## src/rtl/stage_ex_mem_pkg.sv

```systemverilog
// Shared definitions for the execute stage and its EX/MEM register.
// Holds the datapath widths, the instruction field positions, the opcode
// constants and small field-extraction helpers used by the stage and the
// sequential multiplier.
package stage_ex_mem_pkg;

    localparam int DATA_WIDTH = 20;
    localparam int REG_BITS   = 4;
    localparam int OP_BITS    = 4;
    localparam int IMM_BITS   = 12;

    // Instruction field positions (LSB of each field).
    localparam int OP_LSB  = 16;
    localparam int RD_LSB  = 12;
    localparam int RS1_LSB = 8;
    localparam int RS2_LSB = 4;

    localparam logic [OP_BITS-1:0] OP_NOP = 4'd0;
    localparam logic [OP_BITS-1:0] OP_ADD = 4'd1;
    localparam logic [OP_BITS-1:0] OP_SUB = 4'd2;
    localparam logic [OP_BITS-1:0] OP_AND = 4'd3;
    localparam logic [OP_BITS-1:0] OP_OR  = 4'd4;
    localparam logic [OP_BITS-1:0] OP_SLT = 4'd5;
    localparam logic [OP_BITS-1:0] OP_MUL = 4'd6;
    localparam logic [OP_BITS-1:0] OP_LDI = 4'd7;
    localparam logic [OP_BITS-1:0] OP_LD  = 4'd8;
    localparam logic [OP_BITS-1:0] OP_ST  = 4'd9;

    typedef enum logic {
        MUL_IDLE = 1'b0,
        MUL_BUSY = 1'b1
    } mul_state_t;

    function automatic logic [OP_BITS-1:0] field_op(input logic [DATA_WIDTH-1:0] instr);
        return instr[OP_LSB +: OP_BITS];
    endfunction

    function automatic logic [REG_BITS-1:0] field_rd(input logic [DATA_WIDTH-1:0] instr);
        return instr[RD_LSB +: REG_BITS];
    endfunction

    function automatic logic [REG_BITS-1:0] field_rs1(input logic [DATA_WIDTH-1:0] instr);
        return instr[RS1_LSB +: REG_BITS];
    endfunction

    function automatic logic [REG_BITS-1:0] field_rs2(input logic [DATA_WIDTH-1:0] instr);
        return instr[RS2_LSB +: REG_BITS];
    endfunction

endpackage

```

## src/rtl/stage_ex_mem_seq_multiplier.sv

```systemverilog
// seq_multiplier: iterative shift-add multiplier, one partial product per cycle.
// Ports:
//   clock, reset        single clock, synchronous active-high reset
//   start               accepted only in IDLE; latches both operands
//   multiplicand_in     first operand
//   multiplier_in       second operand
//   busy                high for exactly DATA_WIDTH cycles after start
//   done                high in the last busy cycle; product is valid then
//   product             low DATA_WIDTH bits of the product (valid with done)
module seq_multiplier
    import stage_ex_mem_pkg::*;
(
    input  logic                  clock,
    input  logic                  reset,
    input  logic                  start,
    input  logic [DATA_WIDTH-1:0] multiplicand_in,
    input  logic [DATA_WIDTH-1:0] multiplier_in,
    output logic                  busy,
    output logic                  done,
    output logic [DATA_WIDTH-1:0] product
);

    localparam int CW = $clog2(DATA_WIDTH);
    localparam logic [CW-1:0] LAST_COUNT = CW'(DATA_WIDTH - 1);

    mul_state_t            state_q, state_d;
    logic [DATA_WIDTH-1:0] mcand_q, mcand_d;
    logic [DATA_WIDTH-1:0] mplier_q, mplier_d;
    logic [DATA_WIDTH-1:0] acc_q, acc_d;
    logic [CW-1:0]         count_q, count_d;
    logic [DATA_WIDTH-1:0] acc_sum;

    always_comb begin
        state_d  = state_q;
        mcand_d  = mcand_q;
        mplier_d = mplier_q;
        acc_d    = acc_q;
        count_d  = count_q;
        // Accumulator after this cycle's partial product; also the final
        // product in the last busy cycle, so the stage can register it
        // on the same edge the FSM returns to IDLE.
        acc_sum  = acc_q + (mplier_q[0] ? mcand_q : '0);

        case (state_q)
            MUL_IDLE: begin
                if (start) begin
                    state_d  = MUL_BUSY;
                    mcand_d  = multiplicand_in;
                    mplier_d = multiplier_in;
                    acc_d    = '0;
                    count_d  = '0;
                end
            end
            MUL_BUSY: begin
                acc_d    = acc_sum;
                mcand_d  = mcand_q << 1;
                mplier_d = mplier_q >> 1;
                count_d  = count_q + CW'(1);
                if (count_q == LAST_COUNT) begin
                    state_d = MUL_IDLE;
                    count_d = '0;
                end
            end
            default: state_d = MUL_IDLE;
        endcase
    end

    always_ff @(posedge clock) begin
        if (reset) begin
            state_q  <= MUL_IDLE;
            mcand_q  <= '0;
            mplier_q <= '0;
            acc_q    <= '0;
            count_q  <= '0;
        end else begin
            state_q  <= state_d;
            mcand_q  <= mcand_d;
            mplier_q <= mplier_d;
            acc_q    <= acc_d;
            count_q  <= count_d;
        end
    end

    assign busy    = (state_q == MUL_BUSY);
    assign done    = busy && (count_q == LAST_COUNT);
    assign product = acc_sum;

endmodule

```

## src/rtl/stage_ex_mem.sv

```systemverilog
// stage_ex_mem: execute stage plus EX/MEM pipeline register.
// Resolves rs1/rs2 forwarding (EX/MEM first, then write-back, then the
// register-file values), evaluates the ALU and registers the result, the
// store data and the instruction for the MEM stage. MUL runs on the
// sequential multiplier and stalls the front end until the product is out.
// Ports:
//   clock, reset                     single clock, synchronous active-high reset
//   instruction                      instruction from ID/EX (0 = bubble)
//   dataRFOut1, dataRFOut2           rs1 / rs2 register-file values
//   wb_we, wb_dest, wb_data          write-back forwarding source
//   alu_result                       EX/MEM result (address for LD/ST)
//   store_data                       EX/MEM forwarded rs2 value
//   instructionOut, opDestino        EX/MEM instruction and its rd field
//   reg_write                        EX/MEM result targets the register file
//   stall                            combinational hold for IF, ID and ID/EX
module stage_ex_mem
    import stage_ex_mem_pkg::*;
(
    input  logic                  clock,
    input  logic                  reset,
    input  logic [DATA_WIDTH-1:0] instruction,
    input  logic [DATA_WIDTH-1:0] dataRFOut1,
    input  logic [DATA_WIDTH-1:0] dataRFOut2,
    input  logic                  wb_we,
    input  logic [REG_BITS-1:0]   wb_dest,
    input  logic [DATA_WIDTH-1:0] wb_data,
    output logic [DATA_WIDTH-1:0] alu_result,
    output logic [DATA_WIDTH-1:0] store_data,
    output logic [DATA_WIDTH-1:0] instructionOut,
    output logic [REG_BITS-1:0]   opDestino,
    output logic                  reg_write,
    output logic                  stall
);

    logic [DATA_WIDTH-1:0] alu_result_q, alu_result_d;
    logic [DATA_WIDTH-1:0] store_data_q, store_data_d;
    logic [DATA_WIDTH-1:0] instr_q, instr_d;
    logic                  reg_write_q, reg_write_d;
    // Set for the cycle in which the product is on EX/MEM; ID/EX still
    // holds the finished MUL then, and it must not start again.
    logic                  consumed_q, consumed_d;
    logic [DATA_WIDTH-1:0] mul_instr_q, mul_instr_d;
    logic [DATA_WIDTH-1:0] mul_opb_q, mul_opb_d;

    logic [OP_BITS-1:0]    op;
    logic [REG_BITS-1:0]   rs1, rs2;
    logic                  ex_fwd_ok;
    logic [DATA_WIDTH-1:0] op_a, op_b;
    logic [DATA_WIDTH-1:0] alu_val;
    logic                  mul_start, mul_busy, mul_done;
    logic [DATA_WIDTH-1:0] mul_product;

    assign op  = field_op(instruction);
    assign rs1 = field_rs1(instruction);
    assign rs2 = field_rs2(instruction);

    // A load's EX/MEM alu_result is an address, not the loaded data.
    assign ex_fwd_ok = reg_write_q && (field_op(instr_q) != OP_LD);

    always_comb begin
        op_a = dataRFOut1;
        if (ex_fwd_ok && (field_rd(instr_q) == rs1)) begin
            op_a = alu_result_q;
        end else if (wb_we && (wb_dest == rs1)) begin
            op_a = wb_data;
        end

        op_b = dataRFOut2;
        if (ex_fwd_ok && (field_rd(instr_q) == rs2)) begin
            op_b = alu_result_q;
        end else if (wb_we && (wb_dest == rs2)) begin
            op_b = wb_data;
        end
    end

    always_comb begin
        alu_val = '0;
        case (op)
            OP_ADD:        alu_val = op_a + op_b;
            OP_SUB:        alu_val = op_a - op_b;
            OP_AND:        alu_val = op_a & op_b;
            OP_OR:         alu_val = op_a | op_b;
            OP_SLT:        alu_val = {{(DATA_WIDTH-1){1'b0}}, ($signed(op_a) < $signed(op_b))};
            OP_LDI:        alu_val = {{(DATA_WIDTH-IMM_BITS){1'b0}}, instruction[IMM_BITS-1:0]};
            OP_LD, OP_ST:  alu_val = op_a;
            default:       alu_val = '0;
        endcase
    end

    assign mul_start = (op == OP_MUL) && !mul_busy && !consumed_q;
    assign stall     = mul_busy || mul_start;

    seq_multiplier u_mul (
        .clock           (clock),
        .reset           (reset),
        .start           (mul_start),
        .multiplicand_in (op_a),
        .multiplier_in   (op_b),
        .busy            (mul_busy),
        .done            (mul_done),
        .product         (mul_product)
    );

    always_comb begin
        // Default: EX/MEM loads a bubble.
        alu_result_d = '0;
        store_data_d = '0;
        instr_d      = '0;
        reg_write_d  = 1'b0;
        consumed_d   = 1'b0;
        mul_instr_d  = mul_instr_q;
        mul_opb_d    = mul_opb_q;

        if (mul_busy) begin
            if (mul_done) begin
                alu_result_d = mul_product;
                store_data_d = mul_opb_q;
                instr_d      = mul_instr_q;
                reg_write_d  = 1'b1;
                consumed_d   = 1'b1;
            end
        end else if (consumed_q) begin
            // Finished MUL still sitting in ID/EX: drop it.
        end else if (mul_start) begin
            mul_instr_d = instruction;
            mul_opb_d   = op_b;
        end else begin
            instr_d      = instruction;
            alu_result_d = alu_val;
            if ((op >= OP_ADD) && (op <= OP_ST)) begin
                store_data_d = op_b;
            end
            reg_write_d = (op >= OP_ADD) && (op <= OP_LD);
        end
    end

    always_ff @(posedge clock) begin
        if (reset) begin
            alu_result_q <= '0;
            store_data_q <= '0;
            instr_q      <= '0;
            reg_write_q  <= 1'b0;
            consumed_q   <= 1'b0;
            mul_instr_q  <= '0;
            mul_opb_q    <= '0;
        end else begin
            alu_result_q <= alu_result_d;
            store_data_q <= store_data_d;
            instr_q      <= instr_d;
            reg_write_q  <= reg_write_d;
            consumed_q   <= consumed_d;
            mul_instr_q  <= mul_instr_d;
            mul_opb_q    <= mul_opb_d;
        end
    end

    assign alu_result     = alu_result_q;
    assign store_data     = store_data_q;
    assign instructionOut = instr_q;
    assign opDestino      = field_rd(instr_q);
    assign reg_write      = reg_write_q;

endmodule

```

## config.mk

```make
export PLATFORM = sky130hd
export DESIGN_NAME = stage_ex_mem
export DESIGN_NICKNAME = d
export VERILOG_FILES = /design/src/rtl/stage_ex_mem_pkg.sv /design/src/rtl/stage_ex_mem_seq_multiplier.sv /design/src/rtl/stage_ex_mem.sv
export SDC_FILE = /design/constraint.sdc
export NUM_CORES = 1
export LEC_CHECK = 0
export ABC_AREA = 0
export BUFFER_PORTS_ARGS = -buffer_cell sky130_fd_sc_hd__buf_2
export CAP_MARGIN = 0
export CORE_UTILIZATION = 31
export DETAILED_ROUTE_END_ITERATION = 10
export PLACE_DENSITY_LB_ADDON = 0.25
export SYNTH_ARGS = -nofsm -noshare
export SYNTH_HDL_FRONTEND = slang
export SYNTH_SLANG_ARGS = --single-unit
```

## constraint.sdc

```tcl
create_clock -name clock -period 4.3 [get_ports clock]
set_clock_uncertainty 0.2 [all_clocks]
set_input_delay 0.43 -clock clock [delete_from_list [all_inputs] [get_ports clock]]
set_output_delay 0.43 -clock clock [all_outputs]
set_load 0.005 [all_outputs]
```

== Yosys cells after proc, flatten, opt, wreduce, memory -nomap -nowiden ==
Index checks and enable logic that the tools add are counted.

* Add/sub/neg operators: 4
* Reduce and logical (&&, ||, !) cells: 16
* Magnitude comparators: 4
* Bitwise gates (word level): 4
* Multiplexer cells: 35
* Equal/unequal tests: 16

{| class="wikitable"
|+ Operators by type and width
! operator !! number
|-
| 2-to-1 mux 20 bit || 21
|-
| case mux 20 bit (7 select lines) || 1
|-
| case mux 20 bit (2 select lines) || 3
|-
| adder 20 bit || 2
|-
| bitwise AND 20 bit || 1
|-
| < comparator 20 bit || 1
|-
| bitwise OR 20 bit || 1
|-
| subtractor 20 bit || 1
|-
| equality test 4 x 3 -> 1 bit, second input constant || 4
|-
| equality test 4 bit || 4
|-
| logical AND 1 bit || 10
|-
| 2-to-1 mux 5 bit || 2
|-
| case mux 5 bit (2 select lines) || 1
|-
| equality test 4 x 2 -> 1 bit, second input constant || 2
|-
| equality test 4 bit, second input constant || 2
|-
| less-or-equal comparator 4 bit, second input constant || 2
|-
| 2-to-1 mux 1 bit || 6
|-
| adder 5 x 1 -> 5 bit, second input constant || 1
|-
| equality test 5 bit, second input constant || 1
|-
| equality test 4 x 1 -> 1 bit, second input constant || 1
|-
| >= comparator 4 x 1 -> 1 bit, second input constant || 1
|-
| != test 4 bit, second input constant || 1
|-
| OR reduction 2 bit || 2
|-
| AND reduction 3 bit || 1
|-
| other kinds (5) || 7
|}

* Register bits after elaboration: 168
* Output and inout port bits: 66

== Longest topological paths before layout ==
Gate-level depths: netlist of the first run.

* Depth in word-level cells: 9
* Mapped depth: 20
* Depth with buffers taken out: 18

== Modules after synthesis ==
A second synthesis of the first run with hierarchy kept.

* Cells, all modules: 1471
* Area total of the unflattened synthesis: 11512.3 um2

{| class="wikitable"
|+ Modules (own cells, without submodules)
! module !! seq. area each (um2) !! area each (um2) !! times used !! cells an instance
|-
| stage_ex_mem || 2042.0 || 7463.4 || 1 || 969
|-
| seq_multiplier || 1321.3 || 4048.9 || 1 || 502
|}

== Worst setup path before layout of the first run ==
OpenSTA, ideal clock, no wires.

* Kind: input port to flip-flop
* From: in instruction[4]
* To: reg alu_result_q[19] (netlist: alu_result[19])
* Data arrival time: 4.211 ns
* Path slack: -0.230 ns
* Cell stages on the path: 19
* Setup time: 0.120 ns
* Buffers on the path: 2
* Required time: 3.980 ns
* Cells stage by stage: xnor2_1 > and4_1 > buf_6 > nand2_8 > buf_2 > mux2i_1 > o21ai_0 > inv_1 > ha_1 > nor2b_1 > o211ai_1 > nand4_1 > a41o_1 > a21oi_1 > o32ai_4 > a311o_1 > nand4_1 > mux2i_1 > a211o_1

* Word-level cells in the longest chain between the ends: 9

{| class="wikitable"
|+ Ends and longest elaborated chain
! item !! line !! source
|-
| from (decl) || stage_ex_mem.sv:21 || <nowiki>input logic [DATA_WIDTH-1:0] instruction,</nowiki>
|-
| equality test 4 bit || stage_ex_mem.sv:71 || <nowiki>end else if (wb_we && (wb_dest == rs2)) begin</nowiki>
|-
| logical AND 1 bit || stage_ex_mem.sv:71 ||
|-
| 2-to-1 mux 20 bit || stage_ex_mem.sv:71 ||
|-
| 2-to-1 mux 20 bit * || stage_ex_mem.sv:69 || <nowiki>if (ex_fwd_ok && (field_rd(instr_q) == rs2)) begin</nowiki>
|-
| via op_b[1] || stage_ex_mem.sv:48 || <nowiki>logic [DATA_WIDTH-1:0] op_a, op_b;</nowiki>
|-
| subtractor 20 bit or adder 20 bit (tied branches) || stage_ex_mem.sv:80, stage_ex_mem.sv:79 ||
|-
| case mux 20 bit (7 select lines) * || stage_ex_mem.sv:78 || <nowiki>case (op)</nowiki>
|-
| 2-to-1 mux 20 bit * || stage_ex_mem.sv:124 || <nowiki>end else if (mul_start) begin</nowiki>
|-
| 2-to-1 mux 20 bit * || stage_ex_mem.sv:122 || <nowiki>end else if (consumed_q) begin</nowiki>
|-
| 2-to-1 mux 20 bit * || stage_ex_mem.sv:114 || <nowiki>if (mul_busy) begin</nowiki>
|-
| to (signal assigned) || stage_ex_mem.sv:147 || <nowiki>alu_result_q <= alu_result_d;</nowiki>
|-
| to (decl) || stage_ex_mem.sv:35 || <nowiki>logic [DATA_WIDTH-1:0] alu_result_q, alu_result_d;</nowiki>
|}

Mark *: on every way through the listed nets, which the timed path passes. The rest lies on a longest branch.
A chain may end at the register's enable or synchronous reset.

== Worst setup path after layout of the first run ==
* From: reg instr_q[16] (netlist: instructionOut[16])
* To: reg alu_result_q[9] (netlist: alu_result[9])

* Word-level cells in the longest chain between the ends: 9

{| class="wikitable"
|+ Ends and longest elaborated chain
! item !! line !! source
|-
| from (decl) || stage_ex_mem.sv:37 || <nowiki>logic [DATA_WIDTH-1:0] instr_q, instr_d;</nowiki>
|-
| from (signal assigned) || stage_ex_mem.sv:149 || <nowiki>instr_q <= instr_d;</nowiki>
|-
| != test 4 bit * || stage_ex_mem.sv:58 || <nowiki>assign ex_fwd_ok = reg_write_q && (field_op(instr_q) != OP_LD);</nowiki>
|-
| logical AND 1 bit * || stage_ex_mem.sv:58 ||
|-
| logical AND 1 bit * || stage_ex_mem.sv:69 ||
|-
| 2-to-1 mux 20 bit * || stage_ex_mem.sv:69 ||
|-
| via op_b[0] || stage_ex_mem.sv:48 ||
|-
| subtractor 20 bit or adder 20 bit (tied branches) || stage_ex_mem.sv:80, stage_ex_mem.sv:79 ||
|-
| case mux 20 bit (7 select lines) * || stage_ex_mem.sv:78 ||
|-
| 2-to-1 mux 20 bit * || stage_ex_mem.sv:124 ||
|-
| 2-to-1 mux 20 bit * || stage_ex_mem.sv:122 ||
|-
| 2-to-1 mux 20 bit * || stage_ex_mem.sv:114 ||
|}

Marks and branches as above.

==> results of run 1 <==
routing by layer:
metal  vias up  global-route usage  share of wire
li1       5472                   -              -
met1      5401               0.324           0.48
met2       345               0.365           0.45
met3        56              0.0247          0.044
met4         0              0.0757          0.025
met5         -                   0              0
cells in the final DEF (no fill, tap or decap), types with 6 or more instances in the layout:
cell	instances
nand3_1	22
xnor2_1	36
o221ai_1	12
o211ai_1	12
a21oi_1	138
a21o_1	17
nor3_1	18
or3_1	7
o21ai_0	77
buf_4	157
mux2i_1	36
xor2_1	7
a22oi_1	53
and2_1	23
clkbuf_16	17
o21ai_1	20
a211o_1	6
nand2_1	195
nand2b_1	6
nor2_1	87
o21a_1	11
ha_1	82
a221oi_1	12
nor2b_1	9
a31oi_1	15
a22o_1	22
buf_2	151
nand4_1	11
inv_1	70
dfxtp_1	163
nor3b_1	6
o22ai_1	10
stage by stage:
stage	utilization	setup slack, ns
2_1_floorplan	-	0.00791
3_3_place_gp	0.380	-0.238
3_5_place_dp	0.380	-0.244
4_1_cts	0.397	0.00284
5_1_grt	0.401	0.00175
6_report	0.401	0.173
registers in the layout (all words and copies together), names as in the netlist:
name            cells
instructionOut     20
alu_result         20
mul_instr_q        20
reg_write           1
u_mul.mcand_q      20
consumed_q          1
u_mul.acc_q        20
u_mul.busy          1
store_data         20
u_mul.count_q       5
mul_opb_q          20
u_mul.mplier_q     20
power breakdown:
group          leakage (nW)  internal (W)  total, W  switching (W)
Clock                 0.280      0.000831   0.00155       0.000720
Sequential             1.37       0.00161   0.00165      0.0000387
Combinational          4.54      0.000456   0.00105       0.000593
cells by family (layout without fill, tap and decap cells):
family	count (synthesis)	count (layout)	share of synthesized area
buffers and inverters	164	419	0.0593
muxes	38	38	0.0350
xor gates and xnor gates	43	43	0.0344
AOI/OAI and AO/OA	473	473	0.287
DFF	168	168	0.307
and+or+nand+nor	421	421	0.175
adders and majority gates	88	88	0.103
critical path, delay by kind of cell (launching register included):
kind / cells / cell delay, ns
buf+inv: 6 / 0.98
mux: 1 / 0.37
fa+ha+maj: 1 / 0.21
compound gates: 6 / 1.16
flops: 1 / 0.35
simple gates: 6 / 0.72
final cells by class:
| cell class | count | area [um2] | area share |
|---|---|---|---|
| clock buffer | 19 | 443 | 0.0319 |
| tap | 455 | 569 | 0.0410 |
| sequential | 168 | 3380 | 0.243 |
| multi-input combinational | 1063 | 7060 | 0.508 |
| timing repair buffer | 315 | 2030 | 0.146 |
| clock inverter | 13 | 136 | 0.00982 |
| inverter | 72 | 270 | 0.0195 |
worst paths after layout:
kind	startpoint	end	slack (ns)	depth (start not counted)
worst max-delay path	instructionOut[16]	alu_result[9]	0.17	20
worst min-delay path	instruction[15]	instructionOut[15]	0.02	2
worst min register to register	mul_instr_q[6]	mul_instr_q[6]	0.25	2
worst max register to register	instructionOut[16]	alu_result[9]	0.17	20
what timing repair did:
item / 4_1_cts / 5_1_grt
setup buffers: 0 / 3
endpoints found under the setup margin: 8 / 14
gates resized for setup: 4 / 43
pin swaps: 1 / 12
hold endpoints to repair: 2 / 0
hold buffers: 2 / 0
==> reports/qor.yml, run 1 <==
run_status:
  status: "completed"
place:
  dp_cells: 2068
  hpwl_um: 31700
  port_buffers: 152
  place_area_um2: 13100
  place_congestion: 0.966
grt:
  overflow: 0
  grt_max_degree: 77
  grt_pass1_wl_um: 63500
  grt_antenna_before_repair: 0
  grtUsageTotal: 0.230
  grt_pass1_vias: 10800
die:
  io_pins: 153
  die_area_um2: 36100
  coreArea_um2: 34600
  fp.dieW_um: 190
  fp-row-count: 68
  start_util: 0.316
  die_h_um: 190
synth:
  synth_cell_types: 86
  synthArstFlopShare: 0
  synth-edff-count: 0
  synth_top_area_frac: 0.307
  syn_area_per_cell_um2: 7.85
  synth_most_common_cell: "nand2_1"
  synthTopCellsByCount: "nand2_1, dfxtp_1, a21oi_1"
  synth_area_um2: 11000
  yosysTopAreaCell: "dfxtp_1"
  synth_area_leaders: "dfxtp_1, ha_1, nand2_1, a21oi_1, o21ai_0"
  synthesis.nets: 1570
  ys_seq_area_frac: 0.307
  ys_warn_count: 0
  ys.flop_type: "dfxtp_1"
  synth-seq-cells: 168
  synthCells: 1395
layout:
  final_layout_size_suffix_gt1_frac: 0.242
  fillerInstances: 3563
  nets: 1812
  fin_area_um2: 13900
  stdcell_count: 2105
  n_antenna_cell: 0
  synthToLayoutAreaGrowth_pct: 26.8
critical_path:
  slowest_delay_ns: 0.37
  path_cells: "o41ai_4 -> buf_4 -> buf_4 -> nor2_4 -> buf_6 -> nand2_1 -> o21ai_1 -> buf_4 -> ha_1 -> buf_4 -> a21oi_1 -> nor3_1 -> nor2_1 -> o211ai_2 -> nor2b_1 -> nor3_2 -> mux2_2 -> a221oi_2 -> buf_4 -> o22ai_1"
  cp-end-kind: "flip-flop"
  arrival_ns: 4.25
  required_ns: 4.42
  worstPathMaxFanout: 7
  worstSetupStartpointType: "flip-flop"
  worst_path_most_repeated_cell: "buf_4"
  crit_slowest_cell: "mux2_2"
  path_class: "flip-flop to flip-flop"
sta:
  fin_setup_tns_ns: 0
  setup_viol: 0
  hold_viol: 0
  rsz0062_at_grt: "no"
  fin_crit_sh: 0.960
  fmax_mhz: 242
  period_needed_ns: 4.13
  finalMaxSlewViolations: 0
  relSlewSlack: 0.350
  tightest_slew_ns: 0.973
  holdWs_ns: 0.0209
clock_network:
  ctsHtreeMaxLevel: 4
  cts.sinks: 168
  clk_path_buf_depth: 2
  clk_pin_slew_worst_paths_ns: 0.07
  clock_latency_ns: 0.44
  cts_tree: "built"
  cts_made_buffers: 17
  cts-root-buf: "clkbuf_16"
pwr:
  ir_drop_mv: 0.286
  p_leak_nw: 6.18
  powerDensity_nw_per_um2: 306
  finalPower_w: 0.00425
route:
  wl_per_cell_um: 19.8
  via_per_inst: 5.36
  firstDrtPassIters: 4
  ant_nets: 0
  wl_um: 41700
  drt_iter0_drc: 840
  dr_total_vias: 11300
  drc: 0
hold_path:
  min_path_type: "primary input to flip-flop"
job:
  drv_cap: 0
(Power assumes the default switching activity.)
==> run 2, diff against run 1 <==
CORE_MARGIN = 8   (was default)
==> run 2 against run 1 <==
  * Critical path depth unchanged
  * Non-clock buffer count increased by 16
  * Register-to-register slack got worse by 0.04 ns
  * First-iteration DRC count increased by 7.1%
  * Hold slack about the same
  * Count of clock-buffer cells in the layout decreased by 2
  * Die area increased by 15%
  * Via count increased by 0.56%
==> reports/qor.yml, run 2 (synthesized netlist as in run 1, its figures left out) <==
layout:
  fin_area_um2: 14100
  n_antenna_cell: 0
  final_common_cell: "nand2_1"
  multiInputGateArea_um2: 7130
  final_layout_size_suffix_gt1_frac: 0.256
  regArea_um2: 3370
  final_cell_mix: "nand2_1, buf_4, dfxtp_1"
  fin_util: 0.401
  fillerInstances: 3622
  nets: 1828
  synthToLayoutAreaGrowth_pct: 29.1
critical_path:
  worstSetupStartpointType: "flip-flop"
  arrival_ns: 4.31
  crit_slowest_cell: "o41ai_4"
  path_class: "flip-flop to flip-flop"
  cp.depth: 20
  required_ns: 4.44
  critPathBufInv: 7
  path_cells: "inv_1 -> o41ai_4 -> buf_6 -> nor2_2 -> buf_12 -> buf_4 -> buf_12 -> a21oi_4 -> inv_1 -> ha_1 -> nor3_2 -> buf_4 -> nand4_1 -> a41o_1 -> a21oi_4 -> o32ai_4 -> a311o_1 -> nand4_1 -> mux2i_1 -> a211o_1"
  slowest_delay_ns: 0.37
  worstPathMaxFanout: 15
  reg2reg_depth: 20
  cp-end-kind: "flip-flop"
  critPathTopFamily: "compound AO/OA/AOI/OAI gates"
grt:
  overflow: 0
  grt_pass1_vias: 11200
  grt_pass1_wl_um: 66600
  grtUsageTotal: 0.205
  grt_antenna_before_repair: 0
  grt_max_degree: 67
die:
  die_area_um2: 41600
  die_h_um: 204
  start_util: 0.311
  coreArea_um2: 35200
  io_pins: 153
  fp-row-count: 69
  fp.dieW_um: 204
place:
  place_area_um2: 13300
  hpwl_um: 32900
  port_buffers: 152
  place_congestion: 0.951
clock_network:
  clk_pin_slew_worst_paths_ns: 0.08
  cts_made_buffers: 17
  cts-root-buf: "clkbuf_16"
  cts_tree: "built"
  cts.sinks: 168
  ctsHtreeMaxLevel: 4
  clk_path_buf_depth: 2
  clock_latency_ns: 0.45
pwr:
  p_int_w: 0.00294
  swShare: 0.330
  clkPwrFrac: 0.373
  ir_drop_mv: 0.249
  switching_power_w: 0.00145
  finalPower_w: 0.00440
  powerDensity_nw_per_um2: 311
  seqPwrFrac: 0.374
  pwr-share-comb: 0.253
  p_leak_nw: 6.29
hold_path:
  min_path_cells: 2
  min_path_type: "primary input to flip-flop"
sta:
  relSlewSlack: 0.328
  setup_viol: 0
  fin_setup_tns_ns: 0
  period_needed_ns: 4.17
  fmax_mhz: 240
  tightest_slew_ns: 1.01
  hold_viol: 0
  fin_crit_sh: 0.970
  finalMaxSlewViolations: 0
  rsz0062_at_grt: "yes"
route:
  firstDrtPassIters: 5
  drc: 0
  wl_um: 43300
  drt_iter0_drc: 900
  via_per_inst: 5.33
  wl_per_cell_um: 20.3
  ant_nets: 0
  dr_total_vias: 11300
run_status:
  status: "completed"
job:
  drv_cap: 0
[run 2: cell count changes in the layout (fill, tap and decap cells not counted), moves of 3 or more]
cell,previous run,this run
dfxtp_4,3,0
ha_4,0,3
ha_1,82,79
o21ai_1,20,15
clkinv_8,0,5
dfxtp_2,2,5
buf_4,157,172
o21ai_0,77,82
a21oi_1,138,133
a21oi_2,3,7
[run 2: power by group through the flow]
stage | clock network (W) | registers (W) | logic, W
floorplan | 0 | 0.00167 | 0.000557
global placement | 0 | 0.00168 | 0.00105
detailed placement | 0 | 0.00168 | 0.00105
CTS | 0.00167 | 0.00164 | 0.00106
global route | 0.00174 | 0.00165 | 0.00121
finish | 0.00164 | 0.00164 | 0.00111
[run 2: path summary, 6_finish.rpt]
path,from,end,slack [ns]
setup / recovery,instructionOut[19],alu_result[19],0.13
hold / removal,instruction[15],instructionOut[15],0.02
setup reg to reg,instructionOut[19],alu_result[19],0.13
hold reg to reg,mul_opb_q[7],store_data[7],0.25
[run 2: area by class of cell]
type / count / area share
well taps: 461 / 0.0408
multi-input cells: 1063 / 0.504
clock buffers: 17 / 0.0301
clock inverters: 15 / 0.0142
inverters: 72 / 0.0191
flip-flops and latches: 168 / 0.238
repair buffers: 331 / 0.153
[run 2: through the flow]
stage | hold WS, ns | setup WS (ns) | cells
final | 0.0214 | 0.131 | 2127
after global routing | 0.0138 | -0.0269 | 2127
after CTS | 0.00306 | 0.00485 | 2124
after detailed placement | 0.248 | -0.169 | 2090
after global placement | 0.240 | -0.126 | 2090
after floorplan | 0.225 | 0.00791 | 1395
[run 2: what timing repair did]
item / 4_1_cts / 5_1_grt
setup buffers: 0 / 3
hold endpoints to repair: 2 / 0
pin swaps: 1 / 14
setup endpoints to repair: 8 / 14
hold buffers: 2 / 0
gates resized for setup: 6 / 43
[run 2: layer usage]
metal / global-route usage / part of all wire / routed length [um]
met1: 0.277 / 0.46 / 19700
met2: 0.327 / 0.46 / 19800
met3: 0.0358 / 0.063 / 2720
met4: 0.0633 / 0.023 / 998
met5: 0 / 0 / 0
==> run 3, diff against run 2 <==
ABC_AREA = 1   (was 0)
SETUP_SLACK_MARGIN = 0.4   (was default)
==> run 3 against run 2 <==
  * Synthesized cell count is 22% higher
  * Sequential power hardly changed
  * Via count is 5.1% higher
  * Die area is 2.6% higher
  * Area after synthesis is 2.9% higher
  * Design area is 4.0% lower
  * Critical path type unchanged
  * Largest power group unchanged
  * Non-clock buffer count is 97 lower
==> reports/qor.yml, run 3 <==
run_status:
  status: "completed"
layout:
  synthToLayoutAreaGrowth_pct: 20.5
  final_common_cell: "nand2_1"
  final_layout_size_suffix_gt1_frac: 0.183
  fin_util: 0.375
  final_cell_mix: "nand2_1, inv_1, dfxtp_1"
  nets: 2048
grt:
  grt_pass1_vias: 11400
  grtUsageTotal: 0.204
  overflow: 0
  grt_antenna_before_repair: 0
  grt_max_degree: 87
  grt_pass1_wl_um: 66800
sta:
  tightest_slew_ns: 1.09
  finalMaxSlewViolations: 0
  period_needed_ns: 3.67
  fmax_mhz: 272
  fin_setup_tns_ns: 0
  hold_viol: 0
  fin_crit_sh: 0.854
  setup_viol: 0
  rsz0062_at_grt: "yes"
  relSlewSlack: 0.269
  fin_ws_ns: 0.626
place:
  port_buffers: 152
  place_congestion: 0.946
  hpwl_um: 34900
  dpl_worst_slack_ns: 0.0712
critical_path:
  crit_start: "instructionOut[12]"
  crit_slowest_cell: "ha_1"
  path_class: "flip-flop to flip-flop"
  worstReg2RegEnd: "alu_result[19]"
  slowest_delay_ns: 0.46
  reg2reg_depth: 18
  arrival_ns: 3.85
  required_ns: 4.48
  worst_path_most_repeated_cell: "nand2_1"
  worstPathMaxFanout: 23
  regToRegSetupSlack_ns: 0.63
  cp-end-kind: "flip-flop"
  worstSetupStartpointType: "flip-flop"
  r2r-start: "instructionOut[12]"
  path_cells: "xnor2_1 -> nand2_1 -> nor2_1 -> nand2_4 -> buf_12 -> o21ai_0 -> inv_1 -> ha_1 -> inv_1 -> a21oi_1 -> o31ai_1 -> a21oi_1 -> nand3_1 -> nand2_1 -> nand3_1 -> nand3b_1 -> nand2_1 -> nand2_1"
synth:
  synth_cell_types: 56
  synth_most_common_cell: "nand2_1"
  synthTopCellsByCount: "nand2_1, inv_1, dfxtp_1"
  synth_top_area_frac: 0.299
  synth_area_leaders: "dfxtp_1, nand2_1, ha_1, a21oi_1, inv_1"
  ys_seq_area_frac: 0.299
  synth-seq-cells: 168
  ys_warn_count: 0
  synthCells: 1701
  synthArstFlopShare: 0
  synthesis.nets: 1876
  syn_area_per_cell_um2: 6.62
  ys.flop_type: "dfxtp_1"
  yosysTopAreaCell: "dfxtp_1"
  synth-edff-count: 0
  synth_area_um2: 11300
die:
  fp.dieW_um: 207
  io_pins: 153
  fp-row-count: 70
  die_area_um2: 42700
  die_h_um: 207
  start_util: 0.311
  coreArea_um2: 36200
clock_network:
  ctsHtreeMaxLevel: 4
  clk_pin_slew_worst_paths_ns: 0.07
  cts_made_buffers: 17
  clk_path_buf_depth: 2
  cts-root-buf: "clkbuf_16"
  clock_latency_ns: 0.44
  cts_tree: "built"
  cts.sinks: 168
  postCtsHoldBufs: 0
route:
  wl_per_cell_um: 18.7
  wl_um: 44100
  dr_total_vias: 11900
  firstDrtPassIters: 5
  via_per_inst: 5.06
  ant_nets: 0
  drc: 0
  drt_iter0_drc: 1010
hold_path:
  min_to: "instructionOut[12]"
  min_path_type: "primary input to flip-flop"
  hold_path.startpoint: "instruction[12]"
  min_path_cells: 3
pwr:
  ir_drop_mv: 0.276
  powerDensity_nw_per_um2: 317
  p_leak_nw: 6.45
job:
  drv_cap: 0
==> run 3: cell count changes after synthesis, moves of 12 or more <==
cell	previous run	this run
nand2_1	195	515
inv_1	70	181
nand3_1	22	107
a22oi_1	53	0
mux2i_1	36	0
a31oi_1	16	42
o21ai_0	92	118
xnor2_1	36	12
and2_1	23	1
a22o_1	22	3
a21o_1	17	0
nor2_1	91	76
nand2_2	0	13
buf_1	13	1
==> run 3: repair_timing <==
action,in CTS,in global routing
cloned,0,1
endpoints found under the setup margin,1,15
pin swaps,0,8
gates resized for setup,1,39
buffers inserted,0,5
==> run 3: power breakdown <==
group	total, W	switching [W]	internal [W]
logic	0.00111	0.000719	0.000396
clock network	0.00155	0.000674	0.000873
registers	0.00164	0.0000331	0.00161
==> run 3: final cells by class <==
class / instances / area, um2
tap: 468 / 586
inverter: 190 / 728
antenna: 1 / 2.50
timing repair buffer: 234 / 1400
fill: 3888 / 22600
clock buffer: 21 / 450
sequential: 168 / 3370
clock inverter: 11 / 120
multi-input combinational: 1262 / 6910
==> run 3: routing by layer <==
metal / share of wire / vias to the layer above / global-route usage
met1: 0.48 / 5586 / 0.287
met3: 0.056 / 50 / 0.0306
met2: 0.44 / 358 / 0.321
li1: - / 5926 / -
met4: 0.021 / 0 / 0.0583
met5: 0 / - / 0
==> run 3: worst max path at each step <==
stage                     end  slack, ns  cells after the start
4_1_cts        alu_result[16]       0.41                     21
3_5_place_dp   alu_result[16]       0.07                     22
2_1_floorplan  alu_result[16]       0.54                     25
6_report       alu_result[19]       0.63                     18
5_1_grt        alu_result[16]       0.35                     21
3_3_place_gp   alu_result[16]       0.09                     22
==> run 3: logic make-up after synthesis <==
family / Yosys count / share of synthesized area
AND/OR/NAND/NOR: 772 / 0.291
adder cells (fa/ha/maj): 88 / 0.0997
buffers and inverters: 272 / 0.0965
AO/OA/AOI/OAI: 374 / 0.193
XOR/XNOR: 27 / 0.0210
flip-flops: 168 / 0.299
==> run 3: critical path: cells and delay by family, from the launching register on <==
family                   cells  cell delay (ns)
buffers and inverters        3             0.59
adder cells (fa/ha/maj)      1             0.46
flip-flops                   1             0.37
XOR/XNOR                     1             0.12
AND/OR/NAND/NOR              9             0.91
AO/OA/AOI/OAI                4             0.92
==> run 3: per-stage QoR <==
stage / instances / area, um2 / hold WS, ns / power, W
2_1_floorplan: 1701 / 11300 / 0.225 / 0.00231
3_3_place_gp: 2316 / 12800 / 0.234 / 0.00275
3_5_place_dp: 2316 / 12800 / 0.239 / 0.00274
4_1_cts: 2348 / 13400 / 0.00470 / 0.00429
5_1_grt: 2354 / 13600 / 0.0396 / 0.00451
6_report: 2355 / 13600 / 0.0225 / 0.00430
